`config.mk`:
```
export PLATFORM = sky130hd
export DESIGN_NAME = imm_ext_unit
export DESIGN_NICKNAME = d
export VERILOG_FILES = /design/src/rtl/imm_ext_unit.sv
export SDC_FILE = /design/constraint.sdc
export NUM_CORES = 1
export LEC_CHECK = 0
export CORE_ASPECT_RATIO = 1.25
export CORE_MARGIN = 2
export CORE_UTILIZATION = 55
export DETAILED_ROUTE_END_ITERATION = 10
export DONT_BUFFER_PORTS = 1
export PLACE_DENSITY = 0.79
export SETUP_SLACK_MARGIN = 0.15
export SLEW_MARGIN = 25
export SYNTH_ARGS = -nofsm -noshare
export SYNTH_HDL_FRONTEND = slang
export SYNTH_SLANG_ARGS = --single-unit
```
`constraint.sdc`:
```
create_clock -name CLK -period 1.9 [get_ports CLK]
set_clock_uncertainty 0.15 [all_clocks]
set_input_delay 0.57 -clock CLK [delete_from_list [all_inputs] [get_ports CLK]]
set_output_delay 0.57 -clock CLK [all_outputs]
set_load 0.05 [all_outputs]
```
`src/rtl/imm_ext_unit.sv`:
```
`default_nettype none
`timescale 1ns/1ps
// ============================================================================
//  Module   : imm_ext_unit
//  Purpose  : Valid/ready immediate extender: sign/zero extend, sign-extend
//             with shift-left-1, and two-beat concatenate with sign extension.
//  Revision : 1.0 - initial release
// ============================================================================
module imm_ext_unit #(
  parameter int IN_W  = 8,
  parameter int OUT_W = 16
) (
  input  logic             CLK,
  input  logic             RESET_N,
  input  logic             IN_VALID,
  output logic             IN_READY,
  input  logic [IN_W-1:0]  INPUT,
  input  logic [1:0]       MODE,
  output logic             OUT_VALID,
  input  logic             OUT_READY,
  output logic [OUT_W-1:0] OUTPUT,
  output logic             BUSY
);

  if (OUT_W < 2*IN_W) begin : g_width_check
    $error("imm_ext_unit: OUT_W must be at least 2*IN_W");
  end

  typedef enum logic [1:0] {
    ST_IDLE    = 2'd0,
    ST_WAIT_LO = 2'd1,
    ST_FULL    = 2'd2
  } state_t;

  state_t            state_q, state_d;
  logic [OUT_W-1:0]  result_q, result_d;
  logic [IN_W-1:0]   hi_q, hi_d;
  logic              out_valid_q, out_valid_d;
  logic              busy_q, busy_d;

  logic              accept;
  logic [OUT_W-1:0]  sext_in;
  logic [OUT_W-1:0]  zext_in;
  logic [OUT_W-1:0]  sext_cat;
  logic [OUT_W-1:0]  single_res;

  // Held in reset means no beat can be taken, including on the release edge.
  assign IN_READY = RESET_N && ((state_q != ST_FULL) || OUT_READY);
  assign accept   = IN_VALID && IN_READY;

  assign sext_in  = OUT_W'($signed(INPUT));
  assign zext_in  = OUT_W'(INPUT);
  assign sext_cat = OUT_W'($signed({hi_q, INPUT}));

  always_comb begin
    single_res = sext_in;
    case (MODE)
      2'b01:   single_res = zext_in;
      2'b10:   single_res = {sext_in[OUT_W-2:0], 1'b0};
      default: single_res = sext_in;
    endcase
  end

  always_comb begin
    state_d  = state_q;
    result_d = result_q;
    hi_d     = hi_q;
    case (state_q)
      ST_WAIT_LO: begin
        // MODE on the low beat is deliberately ignored.
        if (accept) begin
          result_d = sext_cat;
          hi_d     = '0;
          state_d  = ST_FULL;
        end
      end
      default: begin
        // IDLE and a draining FULL behave alike: a new beat may start here.
        if (state_q == ST_FULL && OUT_READY) begin
          state_d = ST_IDLE;
        end
        if (accept) begin
          if (MODE == 2'b11) begin
            hi_d    = INPUT;
            state_d = ST_WAIT_LO;
          end else begin
            result_d = single_res;
            state_d  = ST_FULL;
          end
        end
      end
    endcase
    out_valid_d = (state_d == ST_FULL);
    busy_d      = (state_d == ST_WAIT_LO);
  end

  always_ff @(posedge CLK or negedge RESET_N) begin
    if (!RESET_N) begin
      state_q     <= ST_IDLE;
      result_q    <= '0;
      hi_q        <= '0;
      out_valid_q <= 1'b0;
      busy_q      <= 1'b0;
    end else begin
      state_q     <= state_d;
      result_q    <= result_d;
      hi_q        <= hi_d;
      out_valid_q <= out_valid_d;
      busy_q      <= busy_d;
    end
  end

  assign OUTPUT    = result_q;
  assign OUT_VALID = out_valid_q;
  assign BUSY      = busy_q;

endmodule
`default_nettype wire
```
After elaboration in Yosys (flattened, before gate mapping) --
Cells that the tools add are included.
Word-level totals: register bits 28, input bits 14, output and inout port bits 19, logic and storage cells 35
Operators by class: eq/ne operators 9, multiplexer cells 14, reduce and logical (&&, ||, !) cells 7
Operator list (count):
- 16-bit 2-to-1 mux | 4
- 8-bit 2-to-1 mux | 4
- 16-bit one-hot mux with 2 select lines | 1
- 2-bit 2-to-1 mux | 5
- 2-bit equality test (second input constant) | 4
- 2-bit by 1-bit equality test with 1-bit output (second input constant) | 3
- 2-bit AND reduction | 2
- 1-bit logical AND | 3
- 2-bit by 1-bit != test with 1-bit output (second input constant) | 1
- 2-bit != test (second input constant) | 1
- 2-bit nonzero test | 1
- 1-bit logical OR | 1

Logic depth before layout (Yosys ltp) --
depth after elaboration 7, mapped depth 6, mapped depth without buffers 6

Least setup slack after synthesis --
OpenSTA, ideal clock, no wires.
kind input to register, start input port MODE[0], end register result_q[7], in the netlist OUTPUT[7], data arrival time 1.908 ns, required time 1.625 ns, path slack -0.282 ns, stages on the path 6, buffers on the path 1, cells stage by stage ha_1 inv_1 a21oi_1 nor3b_4 buf_6 mux2_2
Between the ends: cells in the longest elaborated chain, start to end 5, elaborated cells between the ends (all ways) 9, classes of those cells eq/ne (4); mux (4); reduce/logical (1)
Ends and longest elaborated chain:
- start: declaration | RTL line 18 | input logic [1:0] MODE,
- 2-bit equality test / 2-bit by 1-bit equality test with 1-bit output (equally long branches) | RTL line 57 | case (MODE)
- 16-bit one-hot mux with 2 select lines | RTL line 57
- 16-bit 2-to-1 mux | RTL line 83 | if (MODE == 2'b11) begin
- 16-bit 2-to-1 mux | RTL line 82 | if (accept) begin
- 16-bit 2-to-1 mux | RTL line 68 | case (state_q)
- end signal: assignment | RTL line 106 | result_q <= result_d;
- end: declaration | RTL line 36 | logic [OUT_W-1:0] result_q, result_d;
Several ways; a longest one is shown, not always the timed one. The select of a mux whose other input is x is not followed. A chain may end at the register's enable or synchronous reset.

Worst setup path in the final report --
start register state_q[0], end output port IN_READY
Between the ends: cells in the longest elaborated chain, start to end 3
Ends and longest elaborated chain:
- start: declaration | RTL line 35 | state_t state_q, state_d;
- start signal: assignment | RTL line 105 | state_q <= state_d;
- 2-bit != test | RTL line 48 | assign IN_READY = RESET_N && ((state_q != ST_FULL) || OUT_READY);
- 1-bit logical OR | RTL line 48
- 1-bit logical AND | RTL line 48
- end: declaration | RTL line 16 | output logic IN_READY,
No other way between the ends.

==> qor.yml <==
status: "complete, no violations"
postSynthNetCount: 138
ir_drop_v: 0.001009
place_inst: 160
die_x_um: 49.33
synth_most_common_cell: "dfrtp_1"
worstPathRequired_ns: 1.18
vias_per_cell: 5.622
p_int_mw: 1.382
groute.layer.met2.usage_pct: 39.96
min_path_type: "input port to flip-flop"
finalCritPeriodShare_pct: 98.48
io_pins: 33
seq_area_frac_synth_pct: 49.60
io_buffers: 0
leakage_nw: 0.7848
synthArstFlopShare_pct: 100.0
crit_type: "flip-flop to primary output"
switchingPower_mw: 1.204
grt_max_degree: 29
worstPathArrival_ns: 1.15
yosysTopAreaCell: "dfrtp_1"
coreArea_sq_um: 2427
synth_edf_count: 0
die_area_sq_um: 2992
syn_area_sq_um: 1413
synth_area_leaders: "dfrtp_1 (50%), mux2_2 (12%), mux2i_1 (6.4%)"
instances_no_fill: 172
synth.ff_latch_count: 28
grt_busiest_layer: "met2"
cts_buffers: 3
area_growth_pct: 24.62
hold_ws_ns: 0.2062
p_total_mw: 2.586
p_sw_share_pct: 46.55
synth_top_area_share_pct: 49.60
dp_hpwl_mm: 2.115
power_frac_comb_pct: 27.1
power.density_nw_per_um2: 1469
setup_viol: 0
synth.distinct_cells: 23
clk_pin_slew_worst_paths_ns: 0.16
drive_gt1_share_pct: 44.60
cts_root_buffer: "clkbuf_4"
n_fill_cell: 170
synth.cells.most_frequent: "dfrtp_1 (28), mux2_2 (15), inv_1 (12)"
grtUsageMet1_pct: 21.70
postRouteAntennaNets: 0
htree_levels: 1
timing.setup.tns_ns: 0
antenna_cells: 0
clkPwrFrac_pct: 11.7
tritoncts: "done"
seq_area_sq_um: 713.2
rsz0062_at_grt: "yes"
syn_avg_cell_area_sq_um: 11.67
period_needed_ns: 1.871
drt_iter0_markers: 10
worst-slew-pin-transition_ns: 0.4752
layout.nets: 157
drv_cap: 0
final_max_slew_viol_count: 0
overflow: 0
ys_warn_count: 0
dieHeight_um: 60.66
grt_use_total_pct: 20.48
start_util_pct: 58.20
grt_pass1_wl_mm: 4.512
clk_path_buf_depth: 2
startpoint_type: "flip-flop"
wire_per_inst_um: 17.67
multi_input_area_sq_um: 721.9
drt-total-wl_mm: 3.040
grt_use_met3_pct: 3.941
gp_congestion: 0.7787
fmax_mhz: 534.4
synth-main-ff-cell: "dfrtp_1"
insertion_delay_ns: 0.35
crit_fanout: 2
slew_headroom_pct: 68.32
hold_viol: 0
dpl_cell_area_sq_um: 1592
setup.worst_path.end_class: "primary output"
finalInstanceArea_sq_um: 1760
vias: 967
grt_pass1_vias: 972
first_pass_iters: 4
drc: 0
placementRows: 20
synthCells: 121
antenna_found_initial: 0
numClockSinks: 28
p_seq_share_pct: 61.1
[area by class of cell]
class                      count  area share, %
clock buffer                   4          2.061
timing repair buffer          19          11.23
tap                           33          2.345
multi-input combinational     76          41.01
sequential                    28          40.51
inverter                      12          2.843
[cell families after synthesis]
group	after synthesis	synth area share, %
AO/OA/AOI/OAI	25	12.49
multiplexers	24	18.33
XOR/XNOR	1	0.6201
buffers and inverters	17	5.403
flip-flops	28	49.60
adder cells (fa/ha/maj)	3	2.658
AND/OR/NAND/NOR	23	10.89
[sequential cells by signal (all words and copies together) (netlist names)]
signal	count
BUSY	1
state_q	2
OUTPUT	16
hi_q	8
OUT_VALID	1
[power by group through the flow]
stage | Combinational [mW] | Clock (mW) | Sequential [mW]
2_1_floorplan | 0.490 | 0 | 1.53
3_3_place_gp | 0.568 | 0 | 1.56
3_5_place_dp | 0.598 | 0 | 1.58
4_1_cts | 0.651 | 0.297 | 1.56
5_1_grt | 0.761 | 0.322 | 1.60
6_report | 0.702 | 0.303 | 1.58
[placed cells by master, fill, tap and decap left out, types with 2 or more instances in the layout]
master / instances
a21oi_1: 9
a21oi_2: 2
a22o_1: 7
buf_12: 3
buf_4: 11
buf_6: 4
clkbuf_4: 3
dfrtp_1: 18
dfrtp_2: 10
ha_4: 2
inv_1: 10
inv_4: 2
mux2_2: 7
mux2_4: 8
mux2i_1: 8
nand2_1: 4
nor2_1: 3
nor2b_1: 10
nor3b_2: 2
o21ai_0: 2
[through the flow]
step | util (%) | worst slack, ns
CTS | 70.00 | 0.03535
global placement | 65.57 | -0.1338
floorplan | - | -0.08565
finish | 72.53 | 0.02885
detailed placement | 65.57 | -0.1626
global route | 72.53 | 0.008462
[layer usage]
metal,up-vias,part of all wire [%]
met3,5,6.1
met5,-,0
met4,0,1.4
met1,480,37
met2,33,55
li1,449,-
[repair_timing]
action | CTS | global route
hold buffers | 2 | 0
pin swaps | 1 | 2
endpoints found under the setup margin | 4 | 32
buffers inserted | 2 | 4
hold endpoints to repair | 28 | 0
gates resized for setup | 6 | 12
[final timing paths]
kind                            start    endpoint  slack [ns]  cells after the start
min reg2reg                   hi_q[5]     hi_q[5]        0.39                      1
max in group asynchronous     RESET_N  OUTPUT[12]        0.93                      2
max                        state_q[0]    IN_READY        0.03                      2
min                          INPUT[0]   OUTPUT[0]        0.21                      2
min in group asynchronous     RESET_N     hi_q[1]        0.48                      2
max reg2reg                state_q[1]   OUTPUT[4]        0.10                      6
[critical path, stage by stage, from the launching register on]
cell and delay (ns):
dfrtp_1 0.42, buf_6 0.12, o21a_4 0.27
Power figures use the tool's default switching activity.
